## config.mk

```make
export PLATFORM = sky130hd
export DESIGN_NAME = id_stage_pipe
export DESIGN_NICKNAME = d
export VERILOG_FILES = /design/src/rtl/id_stage_pipe.sv
export SDC_FILE = /design/constraint.sdc
export NUM_CORES = 2
export LEC_CHECK = 0
export ABC_AREA = 0
export BUFFER_PORTS_ARGS = -buffer_cell sky130_fd_sc_hd__buf_2
export CAP_MARGIN = 20
export CORE_ASPECT_RATIO = 0.9
export CORE_MARGIN = 4
export CORE_UTILIZATION = 30
export CTS_CLUSTER_SIZE = 16
export DETAILED_ROUTE_END_ITERATION = 7
export GPL_TIMING_DRIVEN = 0
export HOLD_SLACK_MARGIN = 0.12
export PLACE_DENSITY_LB_ADDON = 0.12
export SYNTH_ARGS = -nofsm -noshare
export SYNTH_HDL_FRONTEND = slang
export SYNTH_SLANG_ARGS = --single-unit
```

## constraint.sdc

```tcl
create_clock -name clk -period 2.6 [get_ports clk]
set_input_delay 0.13 -clock clk [delete_from_list [all_inputs] [get_ports clk]]
set_output_delay 0.13 -clock clk [all_outputs]
set_load 0.01 [all_outputs]
```

## src/rtl/id_stage_pipe.sv

```systemverilog
// Decode stage for RV32I-style instructions, with a registered ID/EX slot.
// Operands come from an internal register file. A write-back in the same
// cycle is forwarded to the reader. Load-use hazards insert one bubble, and a
// flush from branch resolution kills both the held and the presented instruction.
module id_stage_pipe #(
  parameter int XLEN        = 32,
  parameter int PC_SIZE     = 32,
  parameter int NREGS       = 32,
  parameter int RFIDX_WIDTH = 5,
  parameter int HAZARD_EN   = 1,
  parameter int CNT_W       = 16
) (
  input  logic                   clk,
  input  logic                   rst_n,
  input  logic                   if_valid,
  output logic                   if_ready,
  input  logic [PC_SIZE-1:0]     if_pc,
  input  logic [31:0]            if_instr,
  input  logic                   wb_we,
  input  logic [RFIDX_WIDTH-1:0] wb_idx,
  input  logic [XLEN-1:0]        wb_data,
  input  logic                   flush,
  input  logic                   ex_ready,
  output logic                   ex_valid,
  output logic [PC_SIZE-1:0]     ex_pc,
  output logic [XLEN-1:0]        ex_rs1_data,
  output logic [XLEN-1:0]        ex_rs2_data,
  output logic [XLEN-1:0]        ex_imm,
  output logic [RFIDX_WIDTH-1:0] ex_rd,
  output logic [RFIDX_WIDTH-1:0] ex_rs1,
  output logic [RFIDX_WIDTH-1:0] ex_rs2,
  output logic [3:0]             ex_alu_funct,
  output logic [1:0]             ex_alu_op,
  output logic                   ex_add2_sel,
  output logic                   ex_branch,
  output logic                   ex_jal,
  output logic                   ex_jalr,
  output logic                   ex_mem_read,
  output logic                   ex_mem_write,
  output logic [2:0]             ex_mem_mode,
  output logic                   ex_reg_write,
  output logic                   ex_memtoreg,
  output logic [CNT_W-1:0]       stall_cnt,
  output logic [CNT_W-1:0]       flush_cnt
);

  localparam logic [6:0] OP_LUI    = 7'b0110111;
  localparam logic [6:0] OP_AUIPC  = 7'b0010111;
  localparam logic [6:0] OP_JAL    = 7'b1101111;
  localparam logic [6:0] OP_JALR   = 7'b1100111;
  localparam logic [6:0] OP_BRANCH = 7'b1100011;
  localparam logic [6:0] OP_LOAD   = 7'b0000011;
  localparam logic [6:0] OP_STORE  = 7'b0100011;
  localparam logic [6:0] OP_IMM    = 7'b0010011;
  localparam logic [6:0] OP_REG    = 7'b0110011;
  // With a 16-entry file, any used index with bit 4 set names a missing register
  localparam bit NARROW_RF = (RFIDX_WIDTH < 5);

  logic [XLEN-1:0] r_rf [NREGS];

  logic [6:0]             w_opcode;
  logic [RFIDX_WIDTH-1:0] w_rd, w_rs1, w_rs2;
  logic [XLEN-1:0]        w_rs1_data, w_rs2_data, w_imm;
  logic [1:0]             w_alu_op;
  logic                   w_add2_sel, w_branch, w_jal, w_jalr;
  logic                   w_mem_read, w_mem_write, w_reg_write, w_memtoreg;
  logic                   w_uses_rs1, w_uses_rs2, w_illegal, w_hz, w_accept;

  assign w_opcode = if_instr[6:0];
  assign w_rd     = if_instr[7 +: RFIDX_WIDTH];
  assign w_rs1    = if_instr[15 +: RFIDX_WIDTH];
  assign w_rs2    = if_instr[20 +: RFIDX_WIDTH];

  // Register file: x0 stays zero, other entries take the write-back port
  always_ff @(posedge clk or negedge rst_n) begin
    if (!rst_n) begin
      for (int i = 0; i < NREGS; i++) r_rf[i] <= '0;
    end else if (wb_we && (wb_idx != '0)) begin
      r_rf[wb_idx] <= wb_data;
    end
  end

  // Forward a same-cycle write so the reader never sees a stale value
  assign w_rs1_data = (wb_we && (wb_idx == w_rs1) && (w_rs1 != '0)) ? wb_data : r_rf[w_rs1];
  assign w_rs2_data = (wb_we && (wb_idx == w_rs2) && (w_rs2 != '0)) ? wb_data : r_rf[w_rs2];

  // Decode controls and immediate; unknown opcodes keep every control at 0
  always_comb begin
    w_imm       = '0;
    w_alu_op    = 2'b00;
    w_add2_sel  = 1'b0;
    w_branch    = 1'b0;
    w_jal       = 1'b0;
    w_jalr      = 1'b0;
    w_mem_read  = 1'b0;
    w_mem_write = 1'b0;
    w_reg_write = 1'b0;
    w_memtoreg  = 1'b0;
    case (w_opcode)
      OP_LUI, OP_AUIPC: begin
        w_imm       = XLEN'({if_instr[31:12], 12'b0});
        w_add2_sel  = 1'b1;
        w_reg_write = 1'b1;
      end
      OP_JAL: begin
        w_imm       = XLEN'($signed({if_instr[31], if_instr[19:12], if_instr[20],
                                     if_instr[30:21], 1'b0}));
        w_add2_sel  = 1'b1;
        w_jal       = 1'b1;
        w_reg_write = 1'b1;
      end
      OP_JALR: begin
        w_imm       = XLEN'($signed(if_instr[31:20]));
        w_add2_sel  = 1'b1;
        w_jalr      = 1'b1;
        w_reg_write = 1'b1;
      end
      OP_BRANCH: begin
        w_imm    = XLEN'($signed({if_instr[31], if_instr[7], if_instr[30:25],
                                  if_instr[11:8], 1'b0}));
        w_alu_op = 2'b01;
        w_branch = 1'b1;
      end
      OP_LOAD: begin
        w_imm       = XLEN'($signed(if_instr[31:20]));
        w_add2_sel  = 1'b1;
        w_mem_read  = 1'b1;
        w_reg_write = 1'b1;
        w_memtoreg  = 1'b1;
      end
      OP_STORE: begin
        w_imm       = XLEN'($signed({if_instr[31:25], if_instr[11:7]}));
        w_add2_sel  = 1'b1;
        w_mem_write = 1'b1;
      end
      OP_IMM: begin
        // Shifts carry a bare shamt; bit 30 is the arithmetic flag, not sign
        if (if_instr[13:12] == 2'b01) w_imm = XLEN'(if_instr[24:20]);
        else                          w_imm = XLEN'($signed(if_instr[31:20]));
        w_alu_op    = 2'b11;
        w_add2_sel  = 1'b1;
        w_reg_write = 1'b1;
      end
      OP_REG: begin
        w_alu_op    = 2'b10;
        w_reg_write = 1'b1;
      end
      default: ;
    endcase
  end

  assign w_uses_rs1 = !((w_opcode == OP_LUI) || (w_opcode == OP_AUIPC) || (w_opcode == OP_JAL));
  assign w_uses_rs2 = (w_opcode == OP_REG) || (w_opcode == OP_STORE) || (w_opcode == OP_BRANCH);
  assign w_illegal  = NARROW_RF && ((w_reg_write && if_instr[11]) ||
                                    (w_uses_rs1 && if_instr[19]) ||
                                    (w_uses_rs2 && if_instr[24]));

  assign w_hz = (HAZARD_EN != 0) && ex_valid && ex_mem_read && (ex_rd != '0) &&
                (((ex_rd == w_rs1) && w_uses_rs1) || ((ex_rd == w_rs2) && w_uses_rs2));

  assign if_ready = !flush && !w_hz && (!ex_valid || ex_ready);
  assign w_accept = if_valid && if_ready;

  // ID/EX slot: flush beats accept, accept beats drain, otherwise hold
  always_ff @(posedge clk or negedge rst_n) begin
    if (!rst_n) begin
      ex_valid     <= 1'b0;
      ex_pc        <= '0;
      ex_rs1_data  <= '0;
      ex_rs2_data  <= '0;
      ex_imm       <= '0;
      ex_rd        <= '0;
      ex_rs1       <= '0;
      ex_rs2       <= '0;
      ex_alu_funct <= '0;
      ex_alu_op    <= '0;
      ex_add2_sel  <= 1'b0;
      ex_branch    <= 1'b0;
      ex_jal       <= 1'b0;
      ex_jalr      <= 1'b0;
      ex_mem_read  <= 1'b0;
      ex_mem_write <= 1'b0;
      ex_mem_mode  <= '0;
      ex_reg_write <= 1'b0;
      ex_memtoreg  <= 1'b0;
    end else if (flush) begin
      ex_valid <= 1'b0;
    end else if (w_accept) begin
      ex_valid     <= 1'b1;
      ex_pc        <= if_pc;
      ex_rs1_data  <= w_rs1_data;
      ex_rs2_data  <= w_rs2_data;
      ex_imm       <= w_imm;
      ex_rd        <= w_rd;
      ex_rs1       <= w_rs1;
      ex_rs2       <= w_rs2;
      ex_alu_funct <= {if_instr[30], if_instr[14:12]};
      ex_alu_op    <= w_alu_op;
      ex_add2_sel  <= w_add2_sel;
      ex_branch    <= w_branch;
      ex_jal       <= w_jal;
      ex_jalr      <= w_jalr;
      ex_mem_read  <= w_mem_read && !w_illegal;
      ex_mem_write <= w_mem_write && !w_illegal;
      ex_mem_mode  <= if_instr[14:12];
      ex_reg_write <= w_reg_write && !w_illegal;
      ex_memtoreg  <= w_memtoreg;
    end else if (ex_ready) begin
      ex_valid <= 1'b0;
    end
  end

  // Saturating event counters; a flush masks any simultaneous hazard
  always_ff @(posedge clk or negedge rst_n) begin
    if (!rst_n) begin
      stall_cnt <= '0;
      flush_cnt <= '0;
    end else if (flush) begin
      if (flush_cnt != '1) flush_cnt <= flush_cnt + 1'b1;
    end else if (w_hz && ex_ready) begin
      if (stall_cnt != '1) stall_cnt <= stall_cnt + 1'b1;
    end
  end

endmodule

```

==> flow_metrics.env <==
export IMPL_slew_headroom_pct=17.7
export IMPL_cts_clk_slew_worst_paths_ps=60
export IMPL_ys_ff_latch=1213
export IMPL_layout_setup_ws_ps=-111
export IMPL_yosys_most_used_dff="dfrtp_1"
export IMPL_hold_path_class="in2reg"
export IMPL_final_area_um2=73900
export IMPL_htreeDepth=4
export IMPL_fin_crit_sh_pct=104
export IMPL_drt_pass1_iterations=7
export IMPL_cts_buffer_depth=3
export IMPL_endpoint_kind="flip-flop"
export IMPL_insertion_delay_ps=810
export IMPL_antenna_found_initial=16
export IMPL_vdd_drop_max_mv=0.701
export IMPL_p_per_area_nw_per_um2=803
export IMPL_fin_skew_ps=23.9
export IMPL_grt_max_degree=152
export IMPL_cts_root_buf="clkbuf_16"
export IMPL_drv_cap=0
export IMPL_routabilityCongestion=0.889
export IMPL_die_h_um=438
export IMPL_fin_setup_tns_ps=-368
export IMPL_synth_nets=4393
export IMPL_cts_buffers=151
export IMPL_grt_overflow_total=0
export IMPL_cpMostUsedCell="buf_2"
export IMPL_die_area_um2=213000
export IMPL_critical_path_arrival_ps=3380
export IMPL_synth_distinct_cells=63
export IMPL_rsz0062_at_grt="false"
export IMPL_fill_cells=19700
export IMPL_cp_slowest_cell="clkbuf_1"
export IMPL_track_usage_pct=23.8
export IMPL_r2r_cells=6
export IMPL_synth_edf_count=0
export IMPL_final_cell_mix="1211 x dfrtp_1, 1050 x mux2_2, 460 x mux4_2"
export IMPL_hold_violations=0
export IMPL_worst_slew_pin_slew_ps=1230
export IMPL_violations="setup timing"
export IMPL_async_reset_ff_share_pct=100
export IMPL_synthesis_instances=4284
export IMPL_slowest_delay_ps=950
export IMPL_synth_area_per_cell_um2=14.4
export IMPL_drc=0
export IMPL_synthesis_area_um2=61700
export IMPL_drtAntennaViolNets=0
export IMPL_cts_tree="yes"
export IMPL_status="complete, but fails checks"
export IMPL_fmax_mhz=369
export IMPL_core_area_um2=204000
export IMPL_holdWs_ps=185
export IMPL_power_leakage_nw=31.7
export IMPL_port_buffers=292
export IMPL_worstPathRequired_ps=3270
export IMPL_wl_per_cell_um=33.3
export IMPL_finalCriticalPeriod_ps=2710
export IMPL_fin_nets=5011
export IMPL_cp_max_fo=10
export IMPL_crit_path_start_kind="primary input"
export IMPL_hold_path_depth=4
export IMPL_grt_pass1_wl_mm=356
export IMPL_cts_sinks=1213
export IMPL_final_common_cell="dfrtp_1"
export IMPL_yosysWarnings=0
export IMPL_postPlaceCellArea_um2=67100
export IMPL_viasPerCell=5.54
export IMPL_multi_input_area_um2=29100
export IMPL_drt_initial_drc_count=4041
export IMPL_ys_seq_area_share_pct=49.2
export IMPL_areaGrowthSynthToFinish_pct=19.6
export IMPL_finalMaxSlewViolations=0
export IMPL_rows=157
export IMPL_io_pins=301
export IMPL_dp_hpwl_mm=191
export IMPL_grt_pass1_vias=42800
export IMPL_setup_viol=6
export IMPL_vias=42800
export IMPL_routed_wirelength_mm=257
export IMPL_regArea_um2=30400
export IMPL_layout_drive_gt1_share_pct=45.6
export IMPL_crit_type="in2reg"
export IMPL_dieWidth_um=486
export IMPL_path_cells="buf_2, buf_2, clkbuf_1, mux4_2, o22ai_1, nor3_1, nand3_1, a31oi_1"
export IMPL_start_util_pct=30.2
final cells by class:
type                            count  area share (%)
Timing Repair Buffer              468            4.61
Clock inverter                     59            1.04
Antenna cell                        8          0.0271
Sequential cell                  1213            41.1
Multi-Input combinational cell   2587            39.4
Tap cell                         2703            4.58
Inverter                           19          0.0966
Clock buffer                      218            6.03
Buffer                            462            3.11
critical path: cells and delay by family:
| family | cells | cell delay, ps |
|---|---|---|
| multiplexers | 1 | 420 |
| AND/OR/NAND/NOR | 2 | 320 |
| AO/OA/AOI/OAI | 2 | 600 |
| buffers and inverters | 3 | 1850 |
final timing paths:
kind                               from              end  slack (ps)
setup / recovery           if_instr[21]  ex_rs2_data[30]        -110
hold / removal             if_instr[30]       ex_imm[30]         190
setup reg to reg              r_rf[537]  ex_rs1_data[25]          30
hold reg to reg              r_rf[1001]       r_rf[1001]         470
max in group asynchronous         rst_n        r_rf[243]         470
min in group asynchronous         rst_n        ex_pc[18]         550
per-layer routing:
metal | wire (um) | share of wire, % | track usage (%) | up-vias
met5 | 0 | 0 | 0 | -
met4 | 9050 | 3.5 | 7.62 | 0
met3 | 17200 | 6.7 | 4.39 | 307
met2 | 113000 | 44 | 35.7 | 1739
met1 | 118000 | 46 | 34.7 | 23100
li1 | - | - | - | 17700
per-stage QoR:
stage                     power [mW]  setup WS [ps]  utilization, %  cells
after CTS                       59.6           4.36            36.2   7728
after detailed placement        37.0          -1670            32.9   7314
after floorplan                 32.0            331               -   4284
after global routing            61.6          0.927            36.2   7730
final                           59.3           -111            36.2   7737
after global placement          36.7         -27740            32.6   7279
power by group:
group	switching (mW)	internal, mW	leakage, nW
Combinational	5.53	6.30	13.7
Sequential	2.83	22.4	15.4
Clock	9.01	13.2	2.59
logic make-up (layout without fill, tap and decap cells):
kind of cell | after synthesis | in the layout | share of synthesized area, %
fa+ha+maj | 2 | 2 | 0.0405
other cells | 0 | 8 | 0
buf+inv | 484 | 1226 | 3.73
xor+xnor | 47 | 47 | 0.667
simple gates | 435 | 435 | 3.34
compound gates | 466 | 466 | 5.06
flops | 1213 | 1213 | 49.2
mux | 1637 | 1637 | 38.0
sequential cells by signal, indices dropped and copies added (netlist names), 16 cells and up:
signal	flops
r_rf	1024
ex_rs2_data	32
ex_pc	32
stall_cnt	16
flush_cnt	16
ex_imm	32
ex_rs1_data	32
cell usage after synthesis, types with 3 or more instances:
cell          n  area share [%]
a31oi_1      68            0.69
or3b_2        3           0.043
o211ai_1      5           0.061
nor4_1       32            0.32
nand3b_1      6           0.073
o22ai_1     155             1.6
a22oi_1      31            0.38
nand3_1      43            0.35
or2_2         3           0.030
dfrtp_1    1213              49
and3_1       12            0.12
buf_2        91            0.74
a22o_1       29            0.41
nor3b_1       6           0.073
xnor2_1      29            0.41
mux2_2     1050              19
nor3_1        9           0.073
mux4_2      460              17
buf_1        63            0.38
a211o_1      14            0.20
o221ai_1     24            0.34
and4_1        5           0.071
a21oi_1      87            0.71
a2111oi_0    28            0.40
nor2b_1       7           0.071
xor2_1       18            0.26
inv_1        19            0.12
nand2_1     144            0.88
clkbuf_1    234             1.4
o21ai_0      13            0.11
and2_1        4           0.041
mux2i_1     126             2.0
buf_4        54            0.66
buf_6        22            0.40
or3_1         3           0.030
nand2b_1      8           0.081
nand4_1      14            0.14
nor2_1      123            0.75
what timing repair did:
action	4_1_cts	5_1_grt
resized for setup	32	9
cloned	0	1
pin swaps	1	2
endpoints found under the setup margin	71	212
endpoints found under the hold margin	1023	0
setup buffers	1	1
hold buffers	139	0
Power figures use the tool's default switching activity.
